**src/rtl/mul_seq_ctrl_pkg.sv**
```systemverilog
// Shared definitions for the sequential shift-add multiplier.
// Holds the FSM state encoding and the fixed datapath widths.
package mul_seq_ctrl_pkg;

    localparam int OP_W   = 32;
    localparam int PROD_W = 64;

    // RUN cycle index after which the multiply is complete (32 RUN cycles).
    localparam logic [5:0] CNT_LAST = 6'd31;

    typedef enum logic [1:0] {
        IDLE = 2'd0,
        RUN  = 2'd1,
        DONE = 2'd2
    } state_t;

endpackage : mul_seq_ctrl_pkg

```
**src/rtl/mul_seq_ctrl_fa_32bit.sv**
```systemverilog
// FA_32bit: 32-bit ripple-carry adder built from a chain of full-adder cells.
// Carry-out is exported so the multiplier never loses the top bit of a partial sum.
module FA_32bit
    import mul_seq_ctrl_pkg::*;
(
    input  logic [OP_W-1:0] a,
    input  logic [OP_W-1:0] b,
    input  logic            cin,
    output logic [OP_W-1:0] sum,
    output logic            cout
);

    logic [OP_W:0] carry;

    assign carry[0] = cin;

    // One full-adder cell per bit, carry rippling upward.
    generate
        for (genvar gi = 0; gi < OP_W; gi++) begin : g_fa
            assign sum[gi]      = a[gi] ^ b[gi] ^ carry[gi];
            assign carry[gi+1]  = (a[gi] & b[gi]) | (carry[gi] & (a[gi] ^ b[gi]));
        end
    endgenerate

    assign cout = carry[OP_W];

endmodule : FA_32bit

```
**src/rtl/mul_seq_ctrl.sv**
```systemverilog
// mul_seq_ctrl: 32x32 -> 64 unsigned sequential shift-add multiplier.
// One operand pair is accepted in IDLE, 32 RUN cycles shift the multiplier
// out of Q while the product high half accumulates in P_hi, and DONE holds
// {P_hi, Q} until the consumer takes it.
// Compile-time option: MUL_ZERO_SKIP_EN -- when defined, a zero operand
// bypasses RUN and the result (0) is presented in DONE right after acceptance.
module mul_seq_ctrl
    import mul_seq_ctrl_pkg::*;
(
    input  logic              clk,
    input  logic              rst,
    input  logic              in_valid,
    output logic              in_ready,
    input  logic [OP_W-1:0]   a,
    input  logic [OP_W-1:0]   b,
    output logic              out_valid,
    input  logic              out_ready,
    output logic [PROD_W-1:0] product,
    output logic              busy
);

    state_t          state_reg, state_next;
    logic [OP_W-1:0] m_reg, m_next;
    logic [OP_W-1:0] q_reg, q_next;
    logic [OP_W-1:0] p_hi_reg, p_hi_next;
    logic [5:0]      count_reg, count_next;

    logic [OP_W-1:0] addend;
    logic [OP_W-1:0] sum;
    logic            cout;

    // Multiplicand is added only when the current multiplier LSB is set.
    assign addend = q_reg[0] ? m_reg : '0;

    FA_32bit u_adder (
        .a    (p_hi_reg),
        .b    (addend),
        .cin  (1'b0),
        .sum  (sum),
        .cout (cout)
    );

    // State and datapath registers; reset discards any operation in flight.
    always_ff @(posedge clk) begin
        if (rst) begin
            state_reg <= IDLE;
            m_reg     <= '0;
            q_reg     <= '0;
            p_hi_reg  <= '0;
            count_reg <= '0;
        end else begin
            state_reg <= state_next;
            m_reg     <= m_next;
            q_reg     <= q_next;
            p_hi_reg  <= p_hi_next;
            count_reg <= count_next;
        end
    end

    // Next-state, datapath update and handshake outputs.
    always_comb begin
        state_next = state_reg;
        m_next     = m_reg;
        q_next     = q_reg;
        p_hi_next  = p_hi_reg;
        count_next = count_reg;
        in_ready   = 1'b0;
        out_valid  = 1'b0;
        busy       = 1'b0;

        unique case (state_reg)
            IDLE: begin
                in_ready = 1'b1;
                if (in_valid) begin
                    m_next     = a;
                    q_next     = b;
                    p_hi_next  = '0;
                    count_next = '0;
`ifdef MUL_ZERO_SKIP_EN
                    if ((a == '0) || (b == '0)) begin
                        // Result is trivially zero: clear Q so {P_hi,Q} reads 0.
                        q_next     = '0;
                        state_next = DONE;
                    end else begin
                        state_next = RUN;
                    end
`else
                    state_next = RUN;
`endif
                end
            end

            RUN: begin
                busy       = 1'b1;
                // Shift the 65-bit {cout, sum, Q} right by one; sum LSB enters Q.
                p_hi_next  = {cout, sum[OP_W-1:1]};
                q_next     = {sum[0], q_reg[OP_W-1:1]};
                count_next = count_reg + 6'd1;
                if (count_reg == CNT_LAST) begin
                    state_next = DONE;
                end
            end

            DONE: begin
                out_valid = 1'b1;
                if (out_ready) begin
                    state_next = IDLE;
                end
            end

            default: begin
                state_next = IDLE;
            end
        endcase
    end

    assign product = {p_hi_reg, q_reg};

endmodule : mul_seq_ctrl

```
**config.mk**
```make
export PLATFORM = sky130hd
export DESIGN_NAME = mul_seq_ctrl
export DESIGN_NICKNAME = d
export VERILOG_FILES = /design/src/rtl/mul_seq_ctrl_pkg.sv /design/src/rtl/mul_seq_ctrl_fa_32bit.sv /design/src/rtl/mul_seq_ctrl.sv
export SDC_FILE = /design/constraint.sdc
export NUM_CORES = 1
export LEC_CHECK = 0
export ABC_CLOCK_PERIOD_IN_PS = 18400
export BUFFER_PORTS_ARGS = -buffer_cell sky130_fd_sc_hd__buf_2
export CAP_MARGIN = 20
export CORE_MARGIN = 5
export CORE_UTILIZATION = 30
export DETAILED_ROUTE_END_ITERATION = 6
export SYNTH_ARGS = -nofsm -noshare
export SYNTH_HDL_FRONTEND = slang
export SYNTH_SLANG_ARGS = --single-unit
```
**constraint.sdc**
```tcl
create_clock -name clk -period 18.4 [get_ports clk]
set_input_delay 0.92 -clock clk [delete_from_list [all_inputs] [get_ports clk]]
set_output_delay 0.92 -clock clk [all_outputs]
set_load 0.03 [all_outputs]
```
==> results of run 1 <==
-- how the worst max path moves through the flow --
| stage | from | cells past startpoint | to |
|---|---|---|---|
| 2_1_floorplan | q_reg[0]$_SDFFE_PP0P_ | 37 | p_hi_reg[30]$_SDFFE_PP0P_ |
| 3_3_place_gp | q_reg[0]$_SDFFE_PP0P_ | 39 | p_hi_reg[30]$_SDFFE_PP0P_ |
| 3_5_place_dp | q_reg[0]$_SDFFE_PP0P_ | 39 | p_hi_reg[30]$_SDFFE_PP0P_ |
| 4_1_cts | q_reg[0]$_SDFFE_PP0P_ | 39 | p_hi_reg[30]$_SDFFE_PP0P_ |
| 5_1_grt | q_reg[0]$_SDFFE_PP0P_ | 39 | p_hi_reg[30]$_SDFFE_PP0P_ |
| 6_report | q_reg[0]$_SDFFE_PP0P_ | 39 | p_hi_reg[30]$_SDFFE_PP0P_ |
-- area by class of cell --
class / instances / area share
multi-input cells: 374 / 0.418
clock inverters: 3 / 0.00330
repair buffers: 142 / 0.121
clock buffers: 12 / 0.0390
well taps: 220 / 0.0454
inverters: 50 / 0.0309
flip-flops and latches: 104 / 0.343
-- power by group --
group          internal, mW  switching, mW
registers             0.237        0.00760
clock network        0.0911         0.0831
logic                0.0254         0.0518
total                 0.353          0.143
-- cell usage after synthesis --
master     count  area (um^2)
o221a_1        2         22.5
nor2_1        36          135
o221a_2       14          158
clkbuf_1      16         60.1
nor3_1         2         10.0
mux2i_1        1         10.0
fa_1          31          621
or3b_1         1         8.76
and2_1         2         12.5
nand3b_1       2         15.0
a31oi_1        3         18.8
inv_1         49          184
a2111oi_1      1         10.0
buf_2         16         80.1
o21bai_1       1         7.51
or4_1          2         15.0
a2111oi_2     15          225
buf_1          3         11.3
nand2_1      101          379
inv_2          1         3.75
or3_1          2         12.5
nand3_1       37          185
a21oi_1       83          415
o311ai_0       1         8.76
buf_6          7         78.8
buf_4          2         15.0
nor2b_1        1         6.26
ha_1           2         25.0
nand2b_1      33          206
nor3b_2        1         12.5
dfxtp_1      104         2080
-- per-stage QoR --
stage	power [mW]	std cells
final	0.496	905
after global routing	0.522	905
after CTS	0.504	905
after detailed placement	0.328	890
after global placement	0.327	890
after floorplan	0.303	572
-- worst reg2reg max path: cells and delay by family (launching register included) --
| family | cells | cell delay, ps |
|---|---|---|
| fa+ha+maj | 32 | 12470 |
| buf+inv | 4 | 500 |
| flops | 1 | 310 |
| simple gates | 2 | 280 |
| compound gates | 1 | 70 |
-- routing by layer --
| layer | routed length [um] | GRT usage | vias up |
|---|---|---|---|
| met3 | 1060 | 0.0443 | 13 |
| li1 | - | - | 2096 |
| met4 | 156 | 0.0367 | 0 |
| met2 | 5990 | 0.218 | 114 |
| met5 | 0 | 0 | - |
| met1 | 6160 | 0.188 | 1941 |
-- logic make-up (layout without fill, tap and decap cells) --
kind of cell             after synthesis  in the layout  synth area share
flip-flops                           104            104             0.414
buffers and inverters                 94            207            0.0860
multiplexers                           1              1           0.00199
AO/OA/AOI/OAI                        120            120             0.172
AND/OR/NAND/NOR                      220            220             0.198
adder cells (fa/ha/maj)               33             33             0.128
==> qor.yml, run 1 <==
min_path:
  hold_path_class: "reg2reg"
  hold_end: "m_reg[11]$_SDFFE_PP0P_"
  worstHoldStart: "m_reg[11]$_SDFFE_PP0P_"
  hold_depth: 2
clock_network:
  cts_tree: "built"
  cts_buffers: 9
  cts_max_level: 3
  cts-resized-gates: 0
  ctsHoldBuffers: 0
  clock_path_buffers: 2
  cts_setup_buffers: 0
  clock_sinks: 104
  cts-root-buf: "clkbuf_16"
  clkTransAtPathRegs_ps: 70
  worstSkewPairLatency_ps: 350
critical_path:
  worst_setup_path_end_kind: "flop"
  rr_worst_depth: 39
  cp-start-kind: "flop"
  crit_buf_inv: 4
  critical-path-top-delay-family: "adder cells"
  rr_endpoint: "p_hi_reg[30]$_SDFFE_PP0P_"
  cp.required_ps: 18600
  path_max_fanout: 34
  rr_startpoint: "q_reg[0]$_SDFFE_PP0P_"
  arrival_ps: 13960
  critical_path_class: "reg2reg"
  slowest_delay_ps: 480
  cp_common_cell: "fa_1"
  r2r_slack_ps: 4640
  critPathSlowestCell: "fa_1"
grt:
  grt_use_total: 0.140
  first_global_vias: 4170
  grt_pass1_wl_mm: 22.2
  grt_max_degree: 69
  grt.overflow.total: 0
  antenna_found_initial: 0
sta:
  whs_ps: 455
  worst_pin_slew_ps: 726
  min_period_ps: 13760
  setup_viol: 0
  final_hold_viol_count: 0
  rsz0062_at_grt: "no"
  slew_viol_final: 0
  final.period_utilization: 0.748
  fin_tns_setup_ps: 0
  setup_ws_ps: 4640
  fmax_ghz: 0.0727
  finalClockSkew_ps: 6.32
  max_slew_margin: 0.516
route:
  num_vias: 4164
  wl_mm: 13.4
  drt_iter0_markers: 197
  first_pass_iters: 4
  post-route-drc-count: 0
  viasPerCell: 4.60
  wl_per_cell_um: 14.8
  drtAntennaViolNets: 0
placed_design:
  hpwl_mm: 9.17
  port_buffers: 134
  place_ws_ps: 4640
  gp_congestion: 0.806
  dpl_cell_area_um2: 5810
logic_synthesis:
  syn-mean-instance-area_um2: 8.80
  ys.warnings.count: 0
  synth.distinct_cells: 31
  syn_area_um2: 5030
  ys_seq_area_frac: 0.414
  synth_seq_cells: 104
  synthCells: 572
  synth_fp_nets: 673
die:
  boundaryPins: 135
  die_w_um: 140
  coreArea_um2: 16500
  die_y_um: 140
  fp.dieArea_um2: 19500
  initial_utilization: 0.305
  rows: 47
final_layout:
  design_area_um2: 6070
  register_area_um2: 2080
  fin_util: 0.367
  final_cell_mix: "buf_2, dfxtp_1, nand2_1"
  syn_to_final_growth_pct: 20.6
  finalNetCount: 782
  layout_commonest_cell: "buf_2"
  drive_gt1_frac: 0.274
  multiInputGateArea_um2: 2530
  fillCellCount: 1754
  antenna_cells: 0
job:
  maxCapViolations: 0
power:
  power.density_nw_per_um2: 81.7
  leakagePower_nw: 2.23
  ir_worst_vdd_mv: 0.0438
outcome:
  status: "complete, no violations"
Power figures use the tool's default switching activity.
==> inputs of run 2 (changes only) <==
--- a/config.mk
+++ b/config.mk
@@ -5,7 +5,7 @@
 export SDC_FILE = /design/constraint.sdc
 export NUM_CORES = 1
 export LEC_CHECK = 0
-export ABC_CLOCK_PERIOD_IN_PS = 18400
+export ABC_CLOCK_PERIOD_IN_PS = 12600
 export BUFFER_PORTS_ARGS = -buffer_cell sky130_fd_sc_hd__buf_2
 export CAP_MARGIN = 20
 export CORE_MARGIN = 5
==> constraint.sdc (replaced) <==
create_clock -name clk -period 12.6 [get_ports clk]
set_input_delay 0.63 -clock clk [delete_from_list [all_inputs] [get_ports clk]]
set_output_delay 0.63 -clock clk [all_outputs]
set_load 0.03 [all_outputs]
==> run 2 against run 1 <==
  * Hold slack lost 0.96 ps
  * First-iteration DRC count grew 9.1%
  * Fmax grew 12%
  * Via count grew 0.62%
  * Flip-flop and latch count is the same
  * Largest cell class unchanged
  * Clock skew grew 1.7 ps
  * Critical path type unchanged
  * Combinational power grew 47%
  * Critical path depth shrank 1
==> qor.yml, run 2 (synthesis results as in run 1) <==
clock_network:
  cts-root-buf: "clkbuf_16"
  cts_buffers: 9
  ctsHoldBuffers: 0
  clock_sinks: 104
  cts_tree: "built"
  worstSkewPairLatency_ps: 350
  cts_max_level: 3
  clkTransAtPathRegs_ps: 70
  cts_setup_buffers: 0
  clock_path_buffers: 2
sta:
  slew_viol_final: 0
  final.period_utilization: 0.971
  rsz0062_at_grt: "no"
  min_period_ps: 12240
  max_slew_margin: 0.356
  fmax_ghz: 0.0817
  final_hold_viol_count: 0
  finalClockSkew_ps: 7.98
  worst_pin_slew_ps: 966
  setup_viol: 0
min_path:
  hold_path_class: "reg2reg"
final_layout:
  drive_gt1_frac: 0.327
  finalNetCount: 785
  multiInputGateArea_um2: 2610
  register_area_um2: 2090
  layout_commonest_cell: "buf_2"
  fillCellCount: 1707
  final_cell_mix: "buf_2, dfxtp_1, nand2_1"
  design_area_um2: 6240
  fin_util: 0.377
  syn_to_final_growth_pct: 23.9
route:
  first_pass_iters: 4
  post-route-drc-count: 0
  drt_iter0_markers: 215
  wl_per_cell_um: 14.8
  viasPerCell: 4.60
  wl_mm: 13.4
  num_vias: 4190
  drtAntennaViolNets: 0
grt:
  grt_use_total: 0.139
  first_global_vias: 4147
  grt.overflow.total: 0
  antenna_found_initial: 0
  grt_max_degree: 85
  grt_pass1_wl_mm: 21.9
power:
  switchingPower_mw: 0.220
  clkPwrFrac: 0.390
  leakagePower_nw: 2.31
  ir_worst_vdd_mv: 0.0648
  power.density_nw_per_um2: 124
  internal-power_mw: 0.552
  swShare: 0.285
  combPwrFrac: 0.147
  p_seq_frac: 0.463
outcome:
  status: "complete, no violations"
critical_path:
  worst_setup_path_end_kind: "flop"
  slowest_delay_ps: 480
  path_max_fanout: 2
  arrival_ps: 12440
  cp-start-kind: "flop"
  cp.required_ps: 12800
  critPathSlowestCell: "fa_1"
  cp_common_cell: "fa_2"
  critical_path_class: "reg2reg"
die:
  initial_utilization: 0.305
  fp.dieArea_um2: 19500
  coreArea_um2: 16500
  rows: 47
  die_y_um: 140
  die_w_um: 140
  boundaryPins: 135
placed_design:
  dpl_cell_area_um2: 5860
  hpwl_mm: 9.15
  gp_congestion: 0.756
  port_buffers: 134
job:
  maxCapViolations: 0
[run 2: power groups by stage]
stage / Combinational [mW] / Clock [mW] / Sequential, mW
2_1_floorplan: 0.0602 / 0 / 0.383
3_3_place_gp: 0.114 / 0 / 0.364
3_5_place_dp: 0.115 / 0 / 0.365
4_1_cts: 0.115 / 0.313 / 0.357
5_1_grt: 0.126 / 0.324 / 0.359
6_report: 0.114 / 0.301 / 0.357
[run 2: worst paths after layout]
path | slack [ps] | to | depth (start not counted) | startpoint
setup / recovery | 360 | p_hi_reg[30]$_SDFFE_PP0P_ | 38 | q_reg[0]$_SDFFE_PP0P_
hold / removal | 450 | m_reg[30]$_SDFFE_PP0P_ | 2 | m_reg[30]$_SDFFE_PP0P_
setup reg to reg | 360 | p_hi_reg[30]$_SDFFE_PP0P_ | 38 | q_reg[0]$_SDFFE_PP0P_
hold reg to reg | 450 | m_reg[30]$_SDFFE_PP0P_ | 2 | m_reg[30]$_SDFFE_PP0P_
[run 2: layout make-up]
class,instances,share of cell area
well taps,220,0.0441
repair buffers,145,0.121
flip-flops and latches,104,0.335
clock buffers,10,0.0401
inverters,50,0.0301
clock inverters,6,0.0116
diodes,1,0.000401
multi-input cells,374,0.418
[run 2: stage by stage]
step           TNS (ps)  hold WS [ps]  total power [mW]  setup WS [ps]  std cells
2_1_floorplan         0           432             0.443           18.8        572
3_3_place_gp       -426           440             0.479           -257        893
3_5_place_dp       -512           447             0.479           -295        893
4_1_cts               0           457             0.785           32.3        909
5_1_grt               0           483             0.808           10.8        909
6_report              0           454             0.771            361        910
[run 2: layer usage]
metal	share of wire	wire, um	vias up	track usage
li1	-	-	2104	-
met1	0.49	6610	1952	0.188
met2	0.43	5800	123	0.215
met3	0.065	869	11	0.0422
met4	0.012	157	0	0.0398
met5	0	0	-	0
[run 2: repair_timing]
item	in CTS	in global routing
setup endpoints to repair	3	2
resized for setup	8	11
pin swaps	0	5
hold endpoints to repair	0	0
[run 2: critical path, delay by kind of cell, from the launching register on]
| family | cells | cell delay [ps] |
|---|---|---|
| buffers and inverters | 3 | 190 |
| AOI/OAI and AO/OA | 1 | 60 |
| adders and majority gates | 32 | 11280 |
| and+or+nand+nor | 2 | 230 |
| DFF | 1 | 340 |
==> inputs of run 3 (changes only) <==
--- a/config.mk
+++ b/config.mk
@@ -5,6 +5,7 @@
 export SDC_FILE = /design/constraint.sdc
 export NUM_CORES = 1
 export LEC_CHECK = 0
+export ABC_AREA = 1
 export ABC_CLOCK_PERIOD_IN_PS = 12600
 export BUFFER_PORTS_ARGS = -buffer_cell sky130_fd_sc_hd__buf_2
 export CAP_MARGIN = 20
==> run 3 against run 2 <==
  * Via count up 0.29%
  * Clock skew decreased by 3.2 ps
  * Clock-buffer cell count is 1 higher
  * Setup slack improved by 83 ps
  * Largest cell class unchanged
  * Combinational power rose by 47%
==> qor.yml, run 3 <==
placed_design:
  gp_congestion: 0.725
  hpwl_mm: 8.45
  port_buffers: 134
  place_ws_ps: -150
  dpl_cell_area_um2: 5950
power:
  power.density_nw_per_um2: 128
  leakagePower_nw: 2.40
  ir_worst_vdd_mv: 0.0681
logic_synthesis:
  synth_fp_nets: 715
  synth_flop_cell: "dfxtp_1"
  synth_seq_cells: 104
  yosys-top-cells-count: "dfxtp_1, nor2_1, nand2_1"
  ys_async_sr_fraction: 0
  synth_area_leaders: "dfxtp_1, fa_1, nor2_1"
  ys_seq_area_frac: 0.408
  synth_edf_count: 0
  synth.distinct_cells: 25
  synth_area_leader_cell: "dfxtp_1"
  synthCells: 614
  synth.most_common_cell: "dfxtp_1"
  syn_area_um2: 5100
  synth_top_area_frac: 0.408
  syn-mean-instance-area_um2: 8.30
  ys.warnings.count: 0
sta:
  finalClockSkew_ps: 4.82
  worst_pin_slew_ps: 1030
  final_hold_viol_count: 0
  fmax_ghz: 0.0823
  rsz0062_at_grt: "no"
  min_period_ps: 12160
  final.period_utilization: 0.965
  setup_viol: 0
  max_slew_margin: 0.316
  setup_ws_ps: 444
  fin_tns_setup_ps: 0
  slew_viol_final: 0
route:
  num_vias: 4202
  wl_mm: 12.6
  wl_per_cell_um: 13.3
  drtAntennaViolNets: 0
  viasPerCell: 4.41
  post-route-drc-count: 0
  drt_iter0_markers: 130
  first_pass_iters: 4
die:
  die_w_um: 140
  boundaryPins: 135
  fp.dieArea_um2: 19700
  coreArea_um2: 16600
  initial_utilization: 0.306
  die_y_um: 140
  rows: 47
job:
  maxCapViolations: 0
outcome:
  status: "complete, no violations"
clock_network:
  cts_tree: "built"
  clock_sinks: 104
  worstSkewPairLatency_ps: 340
  cts_buffers: 9
  cts_setup_buffers: 0
  cts_max_level: 3
  cts-root-buf: "clkbuf_16"
  ctsHoldBuffers: 0
  clock_path_buffers: 2
  clkTransAtPathRegs_ps: 70
final_layout:
  fillCellCount: 1750
  layout_commonest_cell: "buf_2"
  drive_gt1_frac: 0.345
  fin_util: 0.377
  final_cell_mix: "buf_2, dfxtp_1, nor2_1"
  finalNetCount: 829
  syn_to_final_growth_pct: 23.0
  design_area_um2: 6270
  antenna_cells: 0
grt:
  grt_max_degree: 69
  grt_use_total: 0.131
  grt_pass1_wl_mm: 21.1
  grt-busiest-layer: "met2"
  use_met1: 0.158
  antenna_found_initial: 0
  first_global_vias: 4284
  grt_util_met3: 0.0385
  grt.overflow.total: 0
  grt_use_met2: 0.226
min_path:
  hold_path_class: "reg2reg"
critical_path:
  path_max_fanout: 2
  critical_path_class: "reg2reg"
  arrival_ps: 12440
  worst_setup_path_end_kind: "flop"
  cp.required_ps: 12880
  cp_common_cell: "fa_2"
  cp-start-kind: "flop"
  slowest_delay_ps: 430
  critPathSlowestCell: "fa_1"
-- run 3: cell count changes after synthesis, moves of 15 or more --
cell	delta
nor2_1	+65
o21ai_0	+61
a21oi_1	-42
nand2b_1	-33
nand3_1	-31
a211oi_2	+30
inv_1	+25
nand2_1	-25
or2_2	+25
a2111oi_2	-15
-- run 3: layer usage --
layer / up-vias / share of wire
li1: 2156 / -
met1: 1951 / 0.45
met2: 82 / 0.48
met3: 13 / 0.054
met4: 0 / 0.017
met5: - / 0
-- run 3: power breakdown --
group          total [mW]  internal [mW]  leakage [nW]  switching, mW
Sequential          0.373          0.356         0.855         0.0173
Clock               0.261          0.139         0.128          0.122
Combinational       0.168         0.0523          1.41          0.116
Total               0.802          0.547          2.40          0.255
-- run 3: through the flow --
step	std cells	hold slack (ps)	total power [mW]
after floorplan	614	447	0.504
after global placement	936	462	0.548
after detailed placement	937	466	0.551
after CTS	953	476	0.818
after global routing	953	498	0.849
final	953	477	0.802
-- run 3: worst paths after layout --
kind	startpoint	endpoint	slack [ps]	cells after the start
worst max register to register	q_reg[0]$_SDFFE_PP0P_	p_hi_reg[30]$_SDFFE_PP0P_	440	39
worst min register to register	p_hi_reg[2]$_SDFFE_PP0P_	p_hi_reg[2]$_SDFFE_PP0P_	480	2
worst max-delay path	q_reg[0]$_SDFFE_PP0P_	p_hi_reg[30]$_SDFFE_PP0P_	440	39
worst min-delay path	p_hi_reg[2]$_SDFFE_PP0P_	p_hi_reg[2]$_SDFFE_PP0P_	480	2
-- run 3: kinds of logic (layout without fill, tap and decap cells) --
kind of cell | Yosys count | after routing | synth area share
flops | 104 | 104 | 0.408
buf+inv | 116 | 235 | 0.0982
compound gates | 142 | 142 | 0.185
simple gates | 219 | 219 | 0.182
fa+ha+maj | 33 | 33 | 0.127
-- run 3: layout make-up --
type                            count  area (um^2)  area share
Multi-Input combinational cell    394         2590       0.413
Inverter                           77          289      0.0461
Tap cell                          220          275      0.0439
Sequential cell                   104         2090       0.333
Timing Repair Buffer              142          751       0.120
Clock inverter                      5         32.5     0.00519
Clock buffer                       11          243      0.0387
-- run 3: worst max-delay path, delay by kind of cell, from the launching register on --
family / cells / cell delay [ps]
adders and majority gates: 32 / 11040
and+or+nand+nor: 2 / 350
DFF: 1 / 340
buffers and inverters: 4 / 200
AOI/OAI and AO/OA: 1 / 130
-- run 3: what timing repair did --
item / 4_1_cts / 5_1_grt
setup endpoints to repair: 2 / 2
hold endpoints to repair: 0 / 0
gates resized for setup: 5 / 12
pin swaps: 1 / 1
